`src/rtl/nibble_serial_adder_ctrl_pkg.sv`:
```
// Shared types and constants for the nibble-serial add/subtract sequencer.
// Holds the FSM state encoding, the nibble width and the pass-count helper.
package nibble_serial_adder_ctrl_pkg;

    localparam int NIBBLE = 4;

    typedef enum logic [1:0] {
        IDLE = 2'd0,
        RUN  = 2'd1,
        DONE = 2'd2
    } state_e;

    // Number of nibble passes needed for a given operand width.
    function automatic int nibbles(input int width);
        return width / NIBBLE;
    endfunction

endpackage

```
`src/rtl/nibble_serial_adder_ctrl_rca.sv`:
```
// 4-bit ripple-carry adder shared by the nibble-serial sequencer.
// Ports: A, B (4-bit addends), Cin (carry in), Sum (4-bit), Cout (carry out).
module ripple_carry_adder (
    input  logic [3:0] A,
    input  logic [3:0] B,
    input  logic       Cin,
    output logic [3:0] Sum,
    output logic       Cout
);

    logic [4:0] c;

    assign c[0] = Cin;

    for (genvar i = 0; i < 4; i++) begin : g_fa
        assign Sum[i]   = A[i] ^ B[i] ^ c[i];
        assign c[i + 1] = (A[i] & B[i]) | (c[i] & (A[i] ^ B[i]));
    end

    assign Cout = c[4];

endmodule

```
`src/rtl/nibble_serial_adder_ctrl.sv`:
```
// Multi-precision add/subtract sequencer: one 4-bit adder, one nibble per cycle.
// Ports: clk, rst (sync, active-high); in_valid/in_ready with a, b, sub;
//        out_valid/out_ready with sum, cout, ovf; busy high while in RUN.
module nibble_serial_adder_ctrl
    import nibble_serial_adder_ctrl_pkg::*;
#(
    parameter int WIDTH = 16
) (
    input  logic             clk,
    input  logic             rst,
    input  logic             in_valid,
    output logic             in_ready,
    input  logic [WIDTH-1:0] a,
    input  logic [WIDTH-1:0] b,
    input  logic             sub,
    output logic             out_valid,
    input  logic             out_ready,
    output logic [WIDTH-1:0] sum,
    output logic             cout,
    output logic             ovf,
    output logic             busy
);

    localparam int N     = nibbles(WIDTH);
    localparam int IDX_W = (N > 1) ? $clog2(N) : 1;
    localparam int MSB   = WIDTH - 1;

    if ((WIDTH % NIBBLE) != 0 || WIDTH < 8) begin : g_bad_width
        $error("nibble_serial_adder_ctrl: WIDTH must be a multiple of 4 and >= 8");
    end

    state_e             state_q, state_d;
    logic [WIDTH-1:0]   a_q, a_d;
    logic [WIDTH-1:0]   b_q, b_d;
    logic [WIDTH-1:0]   sum_q, sum_d;
    logic               carry_q, carry_d;
    logic [IDX_W-1:0]   nib_idx_q, nib_idx_d;

    logic [NIBBLE-1:0]  rca_a, rca_b, rca_sum;
    logic               rca_cout;
    logic               accept;
    logic               last_nib;

    assign rca_a = a_q[NIBBLE*nib_idx_q +: NIBBLE];
    assign rca_b = b_q[NIBBLE*nib_idx_q +: NIBBLE];

    ripple_carry_adder u_rca (
        .A    (rca_a),
        .B    (rca_b),
        .Cin  (carry_q),
        .Sum  (rca_sum),
        .Cout (rca_cout)
    );

    assign in_ready  = (state_q == IDLE) || (state_q == DONE && out_ready);
    assign accept    = in_valid && in_ready;
    assign last_nib  = (nib_idx_q == IDX_W'(N - 1));
    assign out_valid = (state_q == DONE);
    assign busy      = (state_q == RUN);
    assign sum       = sum_q;
    assign cout      = out_valid && carry_q;
    // B is stored already inverted for subtract, so one rule covers both ops.
    assign ovf       = out_valid && (a_q[MSB] == b_q[MSB]) &&
                       (sum_q[MSB] != a_q[MSB]);

    always_comb begin
        state_d   = state_q;
        a_d       = a_q;
        b_d       = b_q;
        sum_d     = sum_q;
        carry_d   = carry_q;
        nib_idx_d = nib_idx_q;

        unique case (state_q)
            RUN: begin
                sum_d[NIBBLE*nib_idx_q +: NIBBLE] = rca_sum;
                carry_d = rca_cout;
                if (last_nib) begin
                    state_d = DONE;
                end else begin
                    nib_idx_d = nib_idx_q + 1'b1;
                end
            end
            DONE: begin
                if (out_ready && !in_valid) begin
                    state_d = IDLE;
                end
            end
            default: begin
                state_d = IDLE;
            end
        endcase

        // Accept covers both IDLE and the back-to-back path out of DONE.
        if (accept) begin
            state_d   = RUN;
            a_d       = a;
            b_d       = sub ? ~b : b;
            carry_d   = sub;
            sum_d     = '0;
            nib_idx_d = '0;
        end
    end

    always_ff @(posedge clk) begin
        if (rst) begin
            state_q   <= IDLE;
            a_q       <= '0;
            b_q       <= '0;
            sum_q     <= '0;
            carry_q   <= 1'b0;
            nib_idx_q <= '0;
        end else begin
            state_q   <= state_d;
            a_q       <= a_d;
            b_q       <= b_d;
            sum_q     <= sum_d;
            carry_q   <= carry_d;
            nib_idx_q <= nib_idx_d;
        end
    end

endmodule

```
`config.mk`:
```
export PLATFORM = sky130hd
export DESIGN_NAME = nibble_serial_adder_ctrl
export DESIGN_NICKNAME = d
export VERILOG_FILES = /design/src/rtl/nibble_serial_adder_ctrl_pkg.sv /design/src/rtl/nibble_serial_adder_ctrl_rca.sv /design/src/rtl/nibble_serial_adder_ctrl.sv
export SDC_FILE = /design/constraint.sdc
export NUM_CORES = 1
export LEC_CHECK = 0
export CORE_MARGIN = 1
export CORE_UTILIZATION = 45
export DETAILED_ROUTE_END_ITERATION = 10
export PLACE_DENSITY = 0.72
export SLEW_MARGIN = 20
export SYNTH_ARGS = -nofsm -noshare
export SYNTH_HDL_FRONTEND = slang
export SYNTH_HIERARCHICAL = 1
export SYNTH_SLANG_ARGS = --single-unit
```
`constraint.sdc`:
```
create_clock -name clk -period 3.4 [get_ports clk]
set_input_delay 0.34 -clock clk [delete_from_list [all_inputs] [get_ports clk]]
set_output_delay 0.34 -clock clk [all_outputs]
set_load 0.02 [all_outputs]
```
[Word level (Yosys, flattened, before mapping)]
Index checks and enable logic that the tools add are counted.
Storage, ports and cells
  word-level logic and storage cells: 66
  register bits after elaboration: 53
  output and inout port bits: 21
  bits of input ports: 37
Operators by class
  equal/unequal tests: 9
  reductions and logical operators: 14
  multiplexer cells: 8
  shift-type cells: 4
  bitwise gates (word level): 22
  add/sub/neg operators: 2
Operators with widths (number)
  $neg A4 Y34: 1
  $shift A4 B34 Y16 const A: 1
  $shiftx A4 B34 Y16: 1
  $shiftx A16 B5 Y4: 2
  $bwmux W16: 1
  $mux W16: 1
  $not A16 Y16: 1
  $and A1 B1 Y1: 8
  $xor A1 B1 Y1: 8
  $logic_and A1 B1 Y1: 6
  $ne A3 B1 Y1 const B: 2
  $reduce_and A2 Y1: 3
  $eq A2 B2 Y1 const B: 2
  $mux W2: 2
  $ne A2 B1 Y1 const B: 2
  $or A1 B1 Y1: 4
  $pmux W2 S2: 1
  $mux W1: 3
  $add A2 B1 Y2 const B: 1
  $eq A2 B1 Y1 const B: 1
  $logic_not A2 Y1: 1
  $reduce_bool A2 Y1: 1
  $reduce_or A2 Y1: 1
  $eq A1 B1 Y1: 1
  other kinds (4): 4

[Depth between registers and ports, before layout]
  depth after elaboration: 12
  gate-level depth with buffers: 12
  depth with buffers taken out: 11

[Modules after synthesis]
The synthesis kept the hierarchy.
Modules (own cells, without submodules)
  nibble_serial_adder_ctrl: instances 1, area an instance 2646.3 um^2, cells an instance 276, seq. area each 1061.0 um^2
  ripple_carry_adder: instances 1, area an instance 117.6 um^2, cells an instance 14, seq. area each 0.0 um^2

[Worst setup path before layout]
No wires, ideal clock.
  path kind: reg2reg
  from: register nib_idx_q[0]
  to: register sum_q[11] (netlist: sum[11])
  arrival: 2.882 ns
  path buffers: 1
  period minus slack after synthesis: 2.948 ns
  setup time: 0.066 ns
  cell stages (with the launch flop): 13
  setup slack: 0.452 ns
  required time: 3.334 ns
  path through: dfxtp_1 buf_4 mux4_2 fa_1 inv_1 fa_1 inv_1 fa_1 inv_1 fa_1 inv_1 nand4_1 a21oi_2
On the way
  cells in the longest elaborated chain, start to end: 11
  elaborated cells on any way between the ends: 23
  classes of those cells: 1 x add/sub; 4 x shift; 1 x mux; 17 x bitwise
Ends and longest elaborated chain
  start: declaration: line nibble_serial_adder_ctrl.sv:37  | logic [IDX_W-1:0] nib_idx_q, nib_idx_d;
  start signal: assignment: line nibble_serial_adder_ctrl.sv:119  | nib_idx_q <= nib_idx_d;
  $shiftx A16 B5 Y4 *: line nibble_serial_adder_ctrl.sv:44  | assign rca_a = a_q[NIBBLE*nib_idx_q +: NIBBLE];
  net rca_a[0]: line nibble_serial_adder_ctrl.sv:39  | logic [NIBBLE-1:0] rca_a, rca_b, rca_sum;
  $xor A1 B1 Y1: line nibble_serial_adder_ctrl_rca.sv:17  | assign c[i + 1] = (A[i] & B[i]) | (c[i] & (A[i] ^ B[i]));
  $and A1 B1 Y1: line nibble_serial_adder_ctrl_rca.sv:17
  $or A1 B1 Y1 *: line nibble_serial_adder_ctrl_rca.sv:17
  $and A1 B1 Y1 *: line nibble_serial_adder_ctrl_rca.sv:17
  $or A1 B1 Y1 *: line nibble_serial_adder_ctrl_rca.sv:17
  $and A1 B1 Y1 *: line nibble_serial_adder_ctrl_rca.sv:17
  $or A1 B1 Y1 *: line nibble_serial_adder_ctrl_rca.sv:17
  $xor A1 B1 Y1 *: line nibble_serial_adder_ctrl_rca.sv:16  | assign Sum[i] = A[i] ^ B[i] ^ c[i];
  net rca_sum[3]: line nibble_serial_adder_ctrl.sv:39
  $shiftx A4 B34 Y16 *: line nibble_serial_adder_ctrl.sv:76  | sum_d[NIBBLE*nib_idx_q +: NIBBLE] = rca_sum;
  $bwmux W16 *: line nibble_serial_adder_ctrl.sv:76
  end signal: assignment: line nibble_serial_adder_ctrl.sv:117  | sum_q <= sum_d;
  end: declaration: line nibble_serial_adder_ctrl.sv:35  | logic [WIDTH-1:0] sum_q, sum_d;
Mark *: on every way through the listed nets, which the timed path passes. The rest lies on a longest branch.
A chain may end at the register's enable or synchronous reset.

[Worst setup path after layout]
  from: register nib_idx_q[0]
  to: register sum_q[3] (netlist: sum[3])
The elaborated chain is that of the path after synthesis.

==> qor.yml <==
grt_pass1_vias: 2016
drive_gt1_share_pct: 13.4
critical_path.endpoint_type: "flip-flop"
rsz_0062_raised_after_global_routing: "no"
vdd.ir_drop.worst_mv: 0.184
class_of_the_worst_hold_path: "flip-flop to flip-flop"
final.min_clock_period_ps: 3020
seq_area_frac_synth_pct: 38.4
grt_overflow_total: 0
cts_setup_buffers: 0
finalSetupTns_ps: 0
report.final.setup_viol: 0
cp_class: "flip-flop to flip-flop"
num_antenna_cells: 0
grt_start_max_net_pins: 36
number_of_antenna_violations_at_the_first_check_in_global_routing: 0
power_density_mw_per_mm2: 403
dpl_cell_area_mm2: 0.00331
clock-root-buffer: "sky130_fd_sc_hd__clkbuf_8"
avgRoutedWirePerCell_um: 13.9
synthesis.yosys.warnings: 6
clk_pin_slew_worst_paths_ps: 100
clock.fmax_mhz: 331
detailroute.via_count: 2211
synth.ff_latch_count: 53
post_synthesis_async_set_or_reset_flop_share_pct: 0
cts_num_sinks: 53
yosys.area.top_type: "sky130_fd_sc_hd__dfxtp_1"
cell_row_count: 28
fill_cells: 523
post_synth_instance_area_mm2: 0.00276
remaining_drc_errors: 0
htreeDepth: 2
io-pin-count: 58
clock_path_buffers: 2
syn-num-nets: 337
dp.final_hpwl_um: 4110
worst_ep_required_time_ps: 3630
antenna_left: 0
core_region_area_mm2: 0.00592
initial_core_util_pct: 46.7
worst_hold_path.num_cells: 2
synthMostInstantiatedCell: "sky130_fd_sc_hd__dfxtp_1"
drt-total-wl_um: 5720
total_die_area_mm2: 0.00646
tritoncts.num_buffers: 5
finalMaxSlewViolations: 0
placement.io_buffers: 57
cts_resized: 0
post-route-period-util_pct: 88.8
netlist.area_leader.share_pct: 38.4
measured_slew_at_the_worst_slew_check_pin_ps: 879
sort_of_element_at_the_start_of_the_critical_path: "flip-flop"
synthesis.area_per_instance_um2: 9.53
cp_max_fo: 5
cp_data_arrival_time_ps: 3250
insertion_delay_of_the_later_clocked_pin_in_the_worst_skew_pair_ps: 310
layout.nets: 381
max_cap_viol_count: 0
netlist-cell-type-count: 37
synthesis.instances: 290
synthTopCellsByArea: "sky130_fd_sc_hd__dfxtp_1 38%, sky130_fd_sc_hd__a21oi_1 7.4%, sky130_fd_sc_hd__mux4_2 6.5%"
die_h_um: 80.4
routed_via_density: 5.39
synth-edff-count: 0
clock_skew_ps: 8.04
ys.flop_type: "sky130_fd_sc_hd__dfxtp_1"
result_of_the_run: "completed"
cts_hold_buffers: 0
grt_usage_pct: 19.2
grt_pass1_wl_um: 9550
number_of_hold_violations_in_the_final_report: 0
syn_to_final_growth_pct: 24.0
tritoncts: "yes"
slew-limit-headroom_pct: 41.2
routabilityCongestion: 0.808
final_cell_area_mm2: 0.00343
worst-r2r-cell-count: 11
ranking_of_synthesized_cells_by_instance_count: "53 x sky130_fd_sc_hd__dfxtp_1, 41 x sky130_fd_sc_hd__a21oi_1, 18 x sky130_fd_sc_hd__nand2_1"
fp.dieW_um: 80.4
static-leakage-power_nw: 1.15
detail_route.iter0.violations: 152
detailedRoute.firstPassIterationCount: 5
## cell usage in the layout, fill, tap and decap left out, types with 2 or more instances in the layout
master,Yosys,final
sky130_fd_sc_hd__inv_1,12,12
sky130_fd_sc_hd__clkbuf_8,0,6
sky130_fd_sc_hd__dfxtp_1,53,53
sky130_fd_sc_hd__nor2_1,4,4
sky130_fd_sc_hd__nand3_1,16,16
sky130_fd_sc_hd__mux4_2,8,8
sky130_fd_sc_hd__o21ai_0,15,15
sky130_fd_sc_hd__nor3b_2,4,4
sky130_fd_sc_hd__xnor2_1,17,17
sky130_fd_sc_hd__nand2_1,18,18
sky130_fd_sc_hd__nand3b_1,5,5
sky130_fd_sc_hd__clkdlybuf4s50_1,0,57
sky130_fd_sc_hd__nand4_1,16,16
sky130_fd_sc_hd__a21oi_2,8,8
sky130_fd_sc_hd__a21oi_1,41,41
sky130_fd_sc_hd__mux2i_1,2,2
sky130_fd_sc_hd__fa_1,4,4
sky130_fd_sc_hd__a211oi_1,12,12
sky130_fd_sc_hd__ha_1,6,6
sky130_fd_sc_hd__nor2_4,2,2
sky130_fd_sc_hd__a211oi_2,5,5
sky130_fd_sc_hd__buf_4,3,7
sky130_fd_sc_hd__nor2b_1,4,3
## where the power goes
group	switching, W	internal [W]	total [W]
registers	0.0000234	0.000654	0.000678
clock network	0.000204	0.000239	0.000443
logic	0.000132	0.000127	0.000259
total	0.000359	0.00102	0.00138
## critical path: stages, from the launching register on
cell	delay (ps)
sky130_fd_sc_hd__dfxtp_1	470
sky130_fd_sc_hd__mux4_2	560
sky130_fd_sc_hd__fa_1	420
sky130_fd_sc_hd__inv_1	80
sky130_fd_sc_hd__fa_1	160
sky130_fd_sc_hd__inv_1	50
sky130_fd_sc_hd__fa_1	360
sky130_fd_sc_hd__inv_1	80
sky130_fd_sc_hd__fa_1	400
sky130_fd_sc_hd__inv_1	130
sky130_fd_sc_hd__nand4_1	100
sky130_fd_sc_hd__a21oi_1	160
## cell families (layout without fill, tap and decap cells)
logic type,after synthesis,count (layout),share of synthesized area (%)
flops,53,53,38.4
compound gates,85,85,19.2
buf+inv,39,84,7.97
xor+xnor,17,17,5.39
fa+ha+maj,10,10,5.61
simple gates,76,76,16.2
mux,10,10,7.24
## worst paths after layout
check | startpoint | end | slack [ps]
max | nib_idx_q[0] | sum[3] | 380
min | sum[5] | sum[5] | 450
max reg2reg | nib_idx_q[0] | sum[3] | 380
min reg2reg | sum[5] | sum[5] | 450
## final cells by class
cell class	count	area [µm²]	share of cell area, %
repair buffers	64	623	18.2
well taps	75	93.8	2.74
clock buffers	6	82.6	2.41
inverters	12	45.0	1.31
flip-flops and latches	53	1060	30.9
multi-input cells	198	1490	43.3
clock inverters	2	37.5	1.09
## state kept, by name, summed over array words and instances, names as in the netlist
| register | count |
|---|---|
| a_q | 16 |
| b_q | 16 |
| sum | 16 |
| nib_idx_q | 2 |
| state_q | 2 |
| carry_q | 1 |
## stage by stage
stage / worst slack [ps] / power (W) / util, % / hold slack [ps] / cells
2_1_floorplan: 452 / 0.000868 / - / 451 / 290
3_3_place_gp: 438 / 0.000950 / 55.9 / 440 / 402
3_5_place_dp: 382 / 0.000953 / 55.9 / 446 / 402
4_1_cts: 356 / 0.00139 / 57.9 / 459 / 410
5_1_grt: 207 / 0.00145 / 57.9 / 468 / 410
6_report: 381 / 0.00138 / 57.9 / 454 / 410
## per-layer routing
layer | global-route usage, % | routed length (µm) | vias up
li1 | - | - | 1118
met1 | 24.8 | 2660 | 1022
met2 | 31.4 | 2740 | 63
met3 | 4.77 | 250 | 8
met4 | 5.71 | 62 | 0
met5 | 0 | 0 | -
(Power assumes the default switching activity.)
